## config.mk

```make
export PLATFORM = sky130hd
export DESIGN_NAME = background_raster_engine
export DESIGN_NICKNAME = d
export VERILOG_FILES = /design/src/rtl/background_raster_engine.sv
export SDC_FILE = /design/constraint.sdc
export NUM_CORES = 1
export LEC_CHECK = 0
export BUFFER_PORTS_ARGS = -buffer_cell sky130_fd_sc_hd__buf_2
export CELL_PAD_IN_SITES_DETAIL_PLACEMENT = 0
export CELL_PAD_IN_SITES_GLOBAL_PLACEMENT = 1
export CORE_MARGIN = 5
export CORE_UTILIZATION = 45
export DETAILED_ROUTE_END_ITERATION = 10
export GPL_ROUTABILITY_DRIVEN = 0
export PLACE_DENSITY_LB_ADDON = 0.12
export RECOVER_POWER = 50
export SYNTH_ARGS = -nofsm -noshare
export SYNTH_HDL_FRONTEND = slang
export SYNTH_SLANG_ARGS = --single-unit
```

## constraint.sdc

```tcl
create_clock -name clock -period 12.7 [get_ports clock]
set_input_delay 1.905 -clock clock [delete_from_list [all_inputs] [get_ports clock]]
set_output_delay 1.905 -clock clock [all_outputs]
set_load 0.005 [all_outputs]
```

## src/rtl/background_raster_engine.sv

```systemverilog
// background_raster_engine: walks a clipped window in raster order, drives the ROM address and
// emits each pixel's colour together with its own x/y after the ROM latency.
module background_raster_engine #(
    parameter int WIDTH       = 160,
    parameter int HEIGHT      = 120,
    parameter int X_W         = 8,
    parameter int Y_W         = 7,
    parameter int ADDR_W      = 15,
    parameter int COLOUR_W    = 24,
    parameter int NUM_SRC     = 3,
    parameter int SRC_W       = 2,
    parameter int ROM_LATENCY = 1
) (
    input  logic                         clock,
    input  logic                         resetn,
    input  logic                         start,
    input  logic [SRC_W-1:0]             src_sel,
    input  logic                         full_frame,
    input  logic [X_W-1:0]               rect_x,
    input  logic [Y_W-1:0]               rect_y,
    input  logic [X_W-1:0]               rect_w,
    input  logic [Y_W-1:0]               rect_h,
    input  logic                         abort,
    output logic [ADDR_W-1:0]            rom_address,
    input  logic [NUM_SRC*COLOUR_W-1:0]  rom_q,
    output logic                         plot,
    output logic [X_W-1:0]               x_out,
    output logic [Y_W-1:0]               y_out,
    output logic [COLOUR_W-1:0]          colour_out,
    output logic                         busy,
    output logic                         done
);
    typedef enum logic [1:0] {IDLE, SCAN, DRAIN} state_t;
    state_t state, state_n;
    logic [X_W-1:0] x0, cx, sx, nx;
    logic [Y_W-1:0] cy, sy, ny;
    logic [X_W:0] x_end, sx_end, x_sum;
    logic [Y_W:0] y_end, sy_end, y_sum;
    logic [SRC_W-1:0] src;
    logic empty, last_x, last, done_n;
    logic [X_W-1:0] px [ROM_LATENCY];
    logic [Y_W-1:0] py [ROM_LATENCY];
    logic [ROM_LATENCY-1:0] pv;

    function automatic logic [ADDR_W-1:0] addr_of(input logic [X_W-1:0] x, input logic [Y_W-1:0] y);
        return ADDR_W'(x) + ADDR_W'(y) * ADDR_W'(WIDTH);
    endfunction

    // Window ends are one bit wider than the coordinates so origin+size never wraps.
    always_comb begin
        x_sum  = {1'b0, rect_x} + {1'b0, rect_w};
        y_sum  = {1'b0, rect_y} + {1'b0, rect_h};
        sx     = full_frame ? '0 : rect_x;
        sy     = full_frame ? '0 : rect_y;
        sx_end = (full_frame || x_sum > (X_W+1)'(WIDTH)) ? (X_W+1)'(WIDTH) : x_sum;
        sy_end = (full_frame || y_sum > (Y_W+1)'(HEIGHT)) ? (Y_W+1)'(HEIGHT) : y_sum;
        empty  = (sx_end <= {1'b0, sx}) || (sy_end <= {1'b0, sy});
        last_x = ({1'b0, cx} + (X_W+1)'(1)) == x_end;
        nx     = last_x ? x0 : cx + X_W'(1);
        ny     = last_x ? cy + Y_W'(1) : cy;
        last   = last_x && (({1'b0, cy} + (Y_W+1)'(1)) == y_end);
    end

    always_comb begin
        state_n = state;
        done_n  = 1'b0;
        if (abort)
            state_n = IDLE;
        else if (state == IDLE && start) begin
            state_n = empty ? IDLE : SCAN;
            done_n  = empty;
        end else if (state == SCAN && last)
            state_n = DRAIN;
        else if (state == DRAIN && pv == '0 && plot) begin
            state_n = IDLE;
            done_n  = 1'b1;
        end
    end

    always_ff @(posedge clock or negedge resetn) begin
        if (!resetn)
            state <= IDLE;
        else
            state <= state_n;
    end

    assign busy = state != IDLE;

    always_ff @(posedge clock or negedge resetn) begin
        if (!resetn) begin
            done        <= 1'b0;
            plot        <= 1'b0;
            x_out       <= '0;
            y_out       <= '0;
            colour_out  <= '0;
            rom_address <= '0;
            x0          <= '0;
            cx          <= '0;
            cy          <= '0;
            x_end       <= '0;
            y_end       <= '0;
            src         <= '0;
            pv          <= '0;
            for (int i = 0; i < ROM_LATENCY; i++) begin
                px[i] <= '0;
                py[i] <= '0;
            end
        end else begin
            done <= done_n;
            if (!abort && state == IDLE && start && !empty) begin
                x0          <= sx;
                cx          <= sx;
                cy          <= sy;
                x_end       <= sx_end;
                y_end       <= sy_end;
                src         <= (int'(src_sel) >= NUM_SRC) ? '0 : src_sel;
                rom_address <= addr_of(sx, sy);
            end else if (state == SCAN && !last) begin
                cx          <= nx;
                cy          <= ny;
                rom_address <= addr_of(nx, ny);
            end
            // Coordinates travel alongside the ROM so each colour meets its own x/y.
            pv[0] <= state == SCAN && !abort;
            px[0] <= cx;
            py[0] <= cy;
            for (int i = 1; i < ROM_LATENCY; i++) begin
                pv[i] <= pv[i-1] && !abort;
                px[i] <= px[i-1];
                py[i] <= py[i-1];
            end
            plot       <= pv[ROM_LATENCY-1] && !abort;
            x_out      <= px[ROM_LATENCY-1];
            y_out      <= py[ROM_LATENCY-1];
            colour_out <= rom_q[int'(src)*COLOUR_W +: COLOUR_W];
        end
    end
endmodule

```

==> results of run 1 <==
[routing by layer]
layer | track usage, % | share of wire, % | up-vias | wire length [µm]
li1 | - | - | 2829 | -
met1 | 26.76 | 47 | 2600 | 8142
met2 | 30.46 | 45 | 190 | 7771
met3 | 3.651 | 6.8 | 26 | 1185
met4 | 7.127 | 1.9 | 0 | 340
met5 | 0 | 0 | - | 0
[sequential cells by signal, summed over array words and instances, names as in the netlist]
signal,count
pv,1
x0,8
px,8
rom_address,15
done,1
cy,7
state,2
plot,1
colour_out,24
y_end,8
src,2
py,7
x_end,9
x_out,8
y_out,7
cx,3
[cells by family after synthesis]
group | Yosys count | synth area share (%)
AOI/OAI and AO/OA | 162 | 15.32
xor gates and xnor gates | 60 | 8.123
adders and majority gates | 62 | 11.74
buffers and inverters | 79 | 4.670
DFF | 111 | 39.72
muxes | 32 | 4.723
and+or+nand+nor | 223 | 15.71
[worst register-to-register path: cells and delay by family (launching register included)]
family / cells / cell delay [ps]
xor+xnor: 2 / 730
flops: 1 / 490
buf+inv: 1 / 250
compound gates: 6 / 1430
mux: 1 / 270
simple gates: 5 / 700
fa+ha+maj: 3 / 970
[power by group through the flow]
stage               clock (mW)  combinational (mW)  sequential (mW)
floorplan                    0               0.441            0.557
global placement             0               0.599            0.598
detailed placement           0               0.608            0.603
CTS                      0.288               0.613            0.596
global route             0.302               0.666            0.615
finish                   0.279               0.594            0.596
[layout make-up]
class,count,area [µm²],area share (%)
well taps,188,235.2,2.873
multi-input cells,539,3890,47.51
clock inverters,7,75.07,0.9169
repair buffers,171,823.3,10.06
inverters,43,161.4,1.971
clock buffers,9,225.2,2.751
flip-flops and latches,111,2778,33.92
[through the flow]
stage               utilization, %  setup WS, ps  instance area [µm²]  hold WS, ps
finish                       53.86          6072                 8188        347.2
global route                 53.86          5545                 8188        351.5
CTS                          54.19          6105                 8238        347.7
detailed placement           52.21          5764                 7938        334.7
global placement             52.21          5918                 7938        332.5
floorplan                        -          6846                 6993        331.2
[final timing paths]
path,from,endpoint,depth (start not counted)
max reg2reg,rom_address[0],rom_address[14],18
min,px[7],x_out[7],0
max,rect_x[0],rom_address[1],21
max in group asynchronous,resetn,x_out[5],2
min in group asynchronous,resetn,py[4],1
min reg2reg,px[7],x_out[7],0
[layout by cell type, fill, tap and decap left out, types with 7 or more instances in the layout]
master	synthesis	layout
buf_2	6	127
dfrtp_1	111	111
nand2_1	64	64
ha_1	56	56
o21ai_0	53	53
nor2_1	52	52
inv_1	42	42
clkbuf_1	21	38
xnor2_1	36	36
a21oi_1	33	33
mux2i_1	27	27
nand2b_1	26	26
nand3_1	24	24
xor2_1	21	21
nor2b_1	17	17
a21o_1	12	12
clkbuf_16	0	9
o31ai_1	8	8
nor3_1	7	7
a31oi_1	7	7
==> flow_summary.toml, run 1 <==
[run_status]
outcome = "complete, but fails checks"
failed_checks = "capacitance limit, slew limit"

[cts]
numCtsBuffers = 9
cts_tree = "built"
cts_buffer_depth = 2
path_clk_slew_ps = 80
cts_hold_buf = 0
htreeDepth = 3
clock_latency_ps = 350
root_buffer = "clkbuf_16"
ctsResizeCount = 0
clock-sinks = 111
post-cts-setup-buffers = 0

[floorplan]
die_h_um = 134.7
ios = 166
dieWidth_um = 134.7
start_util_pct = 46.00
design.core.area_um2 = 15200
rows = 45
dieArea_um2 = 18130

[route]
final_antenna_net_count = 0
drc = 0
first_pass_iters = 5
vias = 5645
wl_per_cell_um = 16.33
wirelength_um = 17440
viasPerCell = 5.286
drt-initial-drc-count = 267

[pwr]
internal_power_mw = 0.9027
seqPwrFrac_pct = 40.6
p_per_area_nw_per_um2 = 179.4
swShare_pct = 38.55
leakage_nw = 3.900
p_sw_mw = 0.5664
clkPwrFrac_pct = 19.0
design_power_total_mw = 1.469
pwr-share-comb_pct = 40.4
ir_worst_vdd_v = 0.00007922

[placement]
dp_hpwl_um = 13810
io_buffers = 165
dp.cells = 1052

[worst_setup_path]
startpoint_type = "input port"
required_ps = 12940
endpoint_kind = "flip-flop"
critPathTopFamily = "compound AO/OA/AOI/OAI gates"
critPathSlowestCell = "and2_1"
arrival_ps = 6870
cp_cell_sequence = "buf_2, ha_1, inv_1, fa_1, nor2b_1, o21ai_0, a21oi_1, o21ai_0, nand2b_1, mux2_2, a32oi_1, nor2_1, ha_1, nor2b_1, o21ai_0, a21oi_1, o21bai_1, a31oi_1, and2_1, nor2_4, a221o_1"
crit_fanout = 27
reg2reg_setup_slack_ps = 7740
cpPeakStageDelay_ps = 840
critPathBufInv = 2
crit_top_cell = "o21ai_0"
crit_type = "in2reg"

[timing]
finalClockSkew_ps = 6.956
tightest_slew_ps = 1839
setup-tns-final_ps = 0
drv_slew = 36
post-route-min-period_ps = 6628
hold_violations = 0
finalCritPeriodShare_pct = 52.19
setup_violations = 0
clock.fmax_mhz = 150.9
timing.slew.headroom_pct = -22.59
grt_setup_unrepaired = "no"

[synthesis]
synth.ff_latch_count = 111
synth_seq_area_share_pct = 39.72
syn_avg_cell_area_um2 = 9.593
synthCells = 729
synth_cell_type_count = 63
ys.flop_type = "dfrtp_1"
netlist_area_um2 = 6993
synthTopCellsByCount = "dfrtp_1 (111), nand2_1 (64), ha_1 (56)"
synthTopCellsByArea = "dfrtp_1 (40%), ha_1 (10%), xnor2_1 (4.5%)"
syn_nets = 900
yosys.area.top_type_share_pct = 39.72
yosysMostFrequentCell = "dfrtp_1"
synth_warnings = 0
synthArstFlopShare_pct = 100.0
yosysTopAreaCell = "dfrtp_1"
synth_edf_count = 0

[hold_path]
hp-class = "reg2reg"

[finish]
fillerInstances = 1438
syn2layout_area_growth_pct = 17.09
antenna_cells = 0
final_cells = 1068
layout.nets = 1046
drive_gt1_share_pct = 18.75

[global_routing]
grt-ovfl-total = 0
grt_pass1_vias = 5653
grt_pass1_wl_um = 28430
grtUsageTotal_pct = 19.37
antenna_found_initial = 0
grt_max_degree = 78

[job]
cap_violations = 1
Note: power is estimated with default switching activity, not from simulation.
==> run 2, diff against run 1 <==
Settings changed: CORE_UTILIZATION 45 to 41.
Clock period 12.7 ns to 6.95 ns, I/O delays scaled along.
==> flow_summary.toml, run 2 (same netlist as run 1, synthesis figures left out) <==
[worst_setup_path]
arrival_ps = 5720
endpoint_kind = "flip-flop"
crit_fanout = 18
crit_type = "in2reg"
required_ps = 7190
startpoint_type = "input port"

[floorplan]
die_h_um = 140.6
start_util_pct = 42.02
design.core.area_um2 = 16640
dieArea_um2 = 19770
ios = 166
rows = 47
dieWidth_um = 140.6

[cts]
htreeDepth = 3
cts_buffer_depth = 2
cts_tree = "built"
ctsResizeCount = 0
cts_hold_buf = 0
post-cts-setup-buffers = 0
numCtsBuffers = 9
clock-sinks = 111
root_buffer = "clkbuf_16"
path_clk_slew_ps = 80
clock_latency_ps = 350

[route]
drt-initial-drc-count = 288
wl_per_cell_um = 16.12
vias = 5647
drc = 0
final_antenna_net_count = 0
viasPerCell = 5.124
first_pass_iters = 4
wirelength_um = 17770

[global_routing]
antenna_found_initial = 0
grt_pass1_wl_um = 29170
grt-ovfl-total = 0
grt_pass1_vias = 5728
grtUsageTotal_pct = 18.07
grt_max_degree = 78

[finish]
antenna_cells = 0
final_util_pct = 49.41
final_cells = 1102
layout.nets = 1048
final_cell_mix = "buf_2 (128), dfrtp_1 (111), nand2_1 (64)"
layout_commonest_cell = "buf_2"
syn2layout_area_growth_pct = 17.59
largest_reg_flops = 24
top_register = "colour_out"
top_regs = "colour_out x24, rom_address x15, x_end x9"
drive_gt1_share_pct = 18.82

[timing]
hold_violations = 0
setup_violations = 0
post-route-min-period_ps = 5478
finalCritPeriodShare_pct = 78.82
timing.slew.headroom_pct = -32.89
clock.fmax_mhz = 182.5
setup-tns-final_ps = 0
tightest_slew_ps = 1993
grt_setup_unrepaired = "no"
finalClockSkew_ps = 9.450
drv_slew = 36
hold_ws_ps = 349.9

[run_status]
failed_checks = "capacitance limit, slew limit"
outcome = "complete, but fails checks"

[placement]
dp.cells = 1086
dp_hpwl_um = 14000
io_buffers = 165

[pwr]
design_power_total_mw = 2.656
ir_worst_vdd_v = 0.0001314
leakage_nw = 3.898
p_per_area_nw_per_um2 = 323.0

[hold_path]
hp-class = "reg2reg"

[job]
cap_violations = 1
## run 2: cell count changes in the layout (fill, tap and decap cells not counted)
cell / delta
clkinv_4: +2
buf_2: +1
buf_4: +1
inv_8: -2
clkinv_8: -1
clkbuf_1: +1
## run 2: routing by layer
layer / wire length, µm / vias to the layer above / GRT usage [%]
met3: 1223 / 19 / 3.115
met2: 7801 / 194 / 28.58
met1: 8438 / 2602 / 25.36
li1: - / 2832 / -
met4: 305 / 0 / 5.762
met5: 0 / - / 0
## run 2: area by class of cell
cell class	instances	area [µm²]
clock buffers	10	229.0
clock inverters	6	53.80
fillers	1607	8419
inverters	43	161.4
multi-input cells	539	3890
flip-flops and latches	111	2778
well taps	220	275.3
repair buffers	173	835.8
## run 2: per-stage QoR
step | area (µm²) | setup slack [ps]
floorplan | 6993 | 1959
global placement | 7993 | 1347
detailed placement | 7993 | 1158
CTS | 8275 | 1512
global route | 8223 | 1115
finish | 8223 | 1472
## run 2: worst paths after layout
path | slack (ps) | cells past startpoint | startpoint | endpoint
setup / recovery | 1470 | 21 | rect_x[0] | y_end[5]
min in group asynchronous | 1250 | 1 | resetn | rom_address[13]
hold / removal | 350 | 0 | px[5] | x_out[5]
setup reg to reg | 1790 | 18 | rom_address[0] | rom_address[14]
max in group asynchronous | 3880 | 2 | resetn | x0[2]
hold reg to reg | 350 | 0 | px[5] | x_out[5]
## run 2: critical path: stages
cell	delay, ps
buf_2	90
ha_1	170
inv_1	60
fa_1	390
nor2b_1	120
o21ai_0	100
a21oi_1	180
o21ai_0	130
nand2b_1	130
mux2_2	340
a32oi_1	700
nor2_1	100
ha_1	330
nor2b_1	120
o21ai_0	80
a21oi_1	150
o21bai_1	100
a31oi_1	280
and2_1	440
buf_4	300
mux2_2	360
## run 2: power by group
| part | internal [mW] | switching, mW | leakage, nW | total, mW |
|---|---|---|---|---|
| Clock | 0.249 | 0.246 | 0.135 | 0.495 |
| Combinational | 0.511 | 0.571 | 2.37 | 1.08 |
| Sequential | 0.882 | 0.196 | 1.39 | 1.08 |
| Total | 1.64 | 1.01 | 3.90 | 2.66 |
==> run 3, diff against run 2 <==
Clock period 6.95 ns to 5.3 ns, I/O delays scaled along.
==> flow_summary.toml, run 3 (same netlist as run 1, synthesis figures left out) <==
[route]
wirelength_um = 17710
wl_per_cell_um = 16.01
drc = 0
final_antenna_net_count = 0
first_pass_iters = 5
vias = 5755
drt-initial-drc-count = 369
viasPerCell = 5.203

[cts]
cts_hold_buf = 0
path_clk_slew_ps = 70
numCtsBuffers = 9
ctsResizeCount = 0
cts_tree = "built"
cts_buffer_depth = 2
post-cts-setup-buffers = 0
clock_latency_ps = 350
clock-sinks = 111
root_buffer = "clkbuf_16"
htreeDepth = 3

[global_routing]
grt-ovfl-total = 0
antenna_found_initial = 0
grt_pass1_wl_um = 29000
grtUsageTotal_pct = 17.86
grt_pass1_vias = 5703
grt_max_degree = 60

[job]
cap_violations = 1

[timing]
timing.slew.headroom_pct = -113.4
drv_slew = 60
setup_ws_ps = 418.1
clock.fmax_mhz = 204.8
finalCritPeriodShare_pct = 92.11
tightest_slew_ps = 3201
setup_violations = 0
setup-tns-final_ps = 0
hold_violations = 0
hold_ws_ps = 348.7
finalClockSkew_ps = 8.319
post-route-min-period_ps = 4882
grt_setup_unrepaired = "no"

[placement]
io_buffers = 165
dp.cells = 1090
pre_cts_ws_ps = 181.9
dp_hpwl_um = 14110

[pwr]
leakage_nw = 3.917
p_per_area_nw_per_um2 = 419.6
ir_worst_vdd_v = 0.0001706

[hold_path]
hp-class = "reg2reg"
holdCritStartpoint = "py[3]"

[worst_setup_path]
crit_fanout = 10
endpoint_kind = "flip-flop"
required_ps = 5520
r2r-start = "rom_address[2]"
arrival_ps = 5100
startpoint_type = "flip-flop"
rr_endpoint = "rom_address[14]"
crit_type = "reg2reg"
cp-startpoint = "rom_address[2]"
cp-endpoint = "rom_address[14]"
reg2reg_depth = 17
reg2reg_setup_slack_ps = 420

[floorplan]
design.core.area_um2 = 16640
dieArea_um2 = 19770
die_h_um = 140.6
rows = 47
dieWidth_um = 140.6
ios = 166
start_util_pct = 42.02

[finish]
top_register = "colour_out"
seq_area_um2 = 2778
syn2layout_area_growth_pct = 17.93
final_cells = 1106
final_util_pct = 49.55
multi_input_area_um2 = 3890
largest_reg_flops = 24
layout.nets = 1052
layout_commonest_cell = "buf_2"
final_cell_mix = "buf_2 (129), dfrtp_1 (111), nand2_1 (64)"
antenna_cells = 0
fillerInstances = 1614
top_regs = "colour_out x24, rom_address x15, x_end x9"
drive_gt1_share_pct = 19.30

[run_status]
outcome = "complete, but fails checks"
failed_checks = "capacitance limit, slew limit"
## run 3: cell count changes in the layout (fill, tap and decap cells not counted)
cell,delta
buf_2,+1
buf_4,+4
clkbuf_1,-1
clkinv_2,+2
clkinv_4,-1
inv_6,-1
## run 3: worst min-delay path by stage
stage | to | depth (start not counted) | slack [ps]
after floorplan | x_out[0] | 0 | 330
after global placement | x_out[0] | 0 | 330
after detailed placement | x_out[2] | 0 | 330
after CTS | y_out[3] | 0 | 350
after global routing | y_out[3] | 0 | 350
final | y_out[3] | 0 | 350
## run 3: cell type report
class                      count  area share [%]
clock buffer                  10           2.777
clock inverter                 6          0.5614
inverter                      43           1.957
multi-input combinational    539           47.17
sequential                   111           33.68
tap                          220           3.338
timing repair buffer         177           10.51
## run 3: power breakdown
group | switching, mW | total (mW) | internal (mW)
Sequential | 0.253 | 1.41 | 1.16
Combinational | 0.749 | 1.42 | 0.674
Clock | 0.305 | 0.628 | 0.322
## run 3: layer usage
layer / wire [µm] / vias up / GRT usage (%)
met5: 0 / - / 0
met4: 166 / 0 / 4.793
met3: 1441 / 8 / 3.725
met2: 7788 / 199 / 27.75
met1: 8313 / 2716 / 25.45
li1: - / 2832 / -
## run 3: per-stage QoR
stage	cell area, µm²	power (mW)
floorplan	6993	2.392
global placement	8023	2.859
detailed placement	8023	2.889
CTS	8298	3.530
global route	8247	3.757
finish	8247	3.461
## run 3: worst max-delay path: stages (launching register included)
cell	delay, ps
dfrtp_1	560
nand4_2	210
or3_1	430
a2111o_1	430
a211o_1	380
or2_2	370
xor2_1	300
xnor2_1	220
inv_1	80
ha_1	290
a21oi_1	180
o21ai_0	140
o21a_1	190
nor2_1	200
nor2_1	80
mux2_4	260
a211oi_2	300
o211ai_1	140
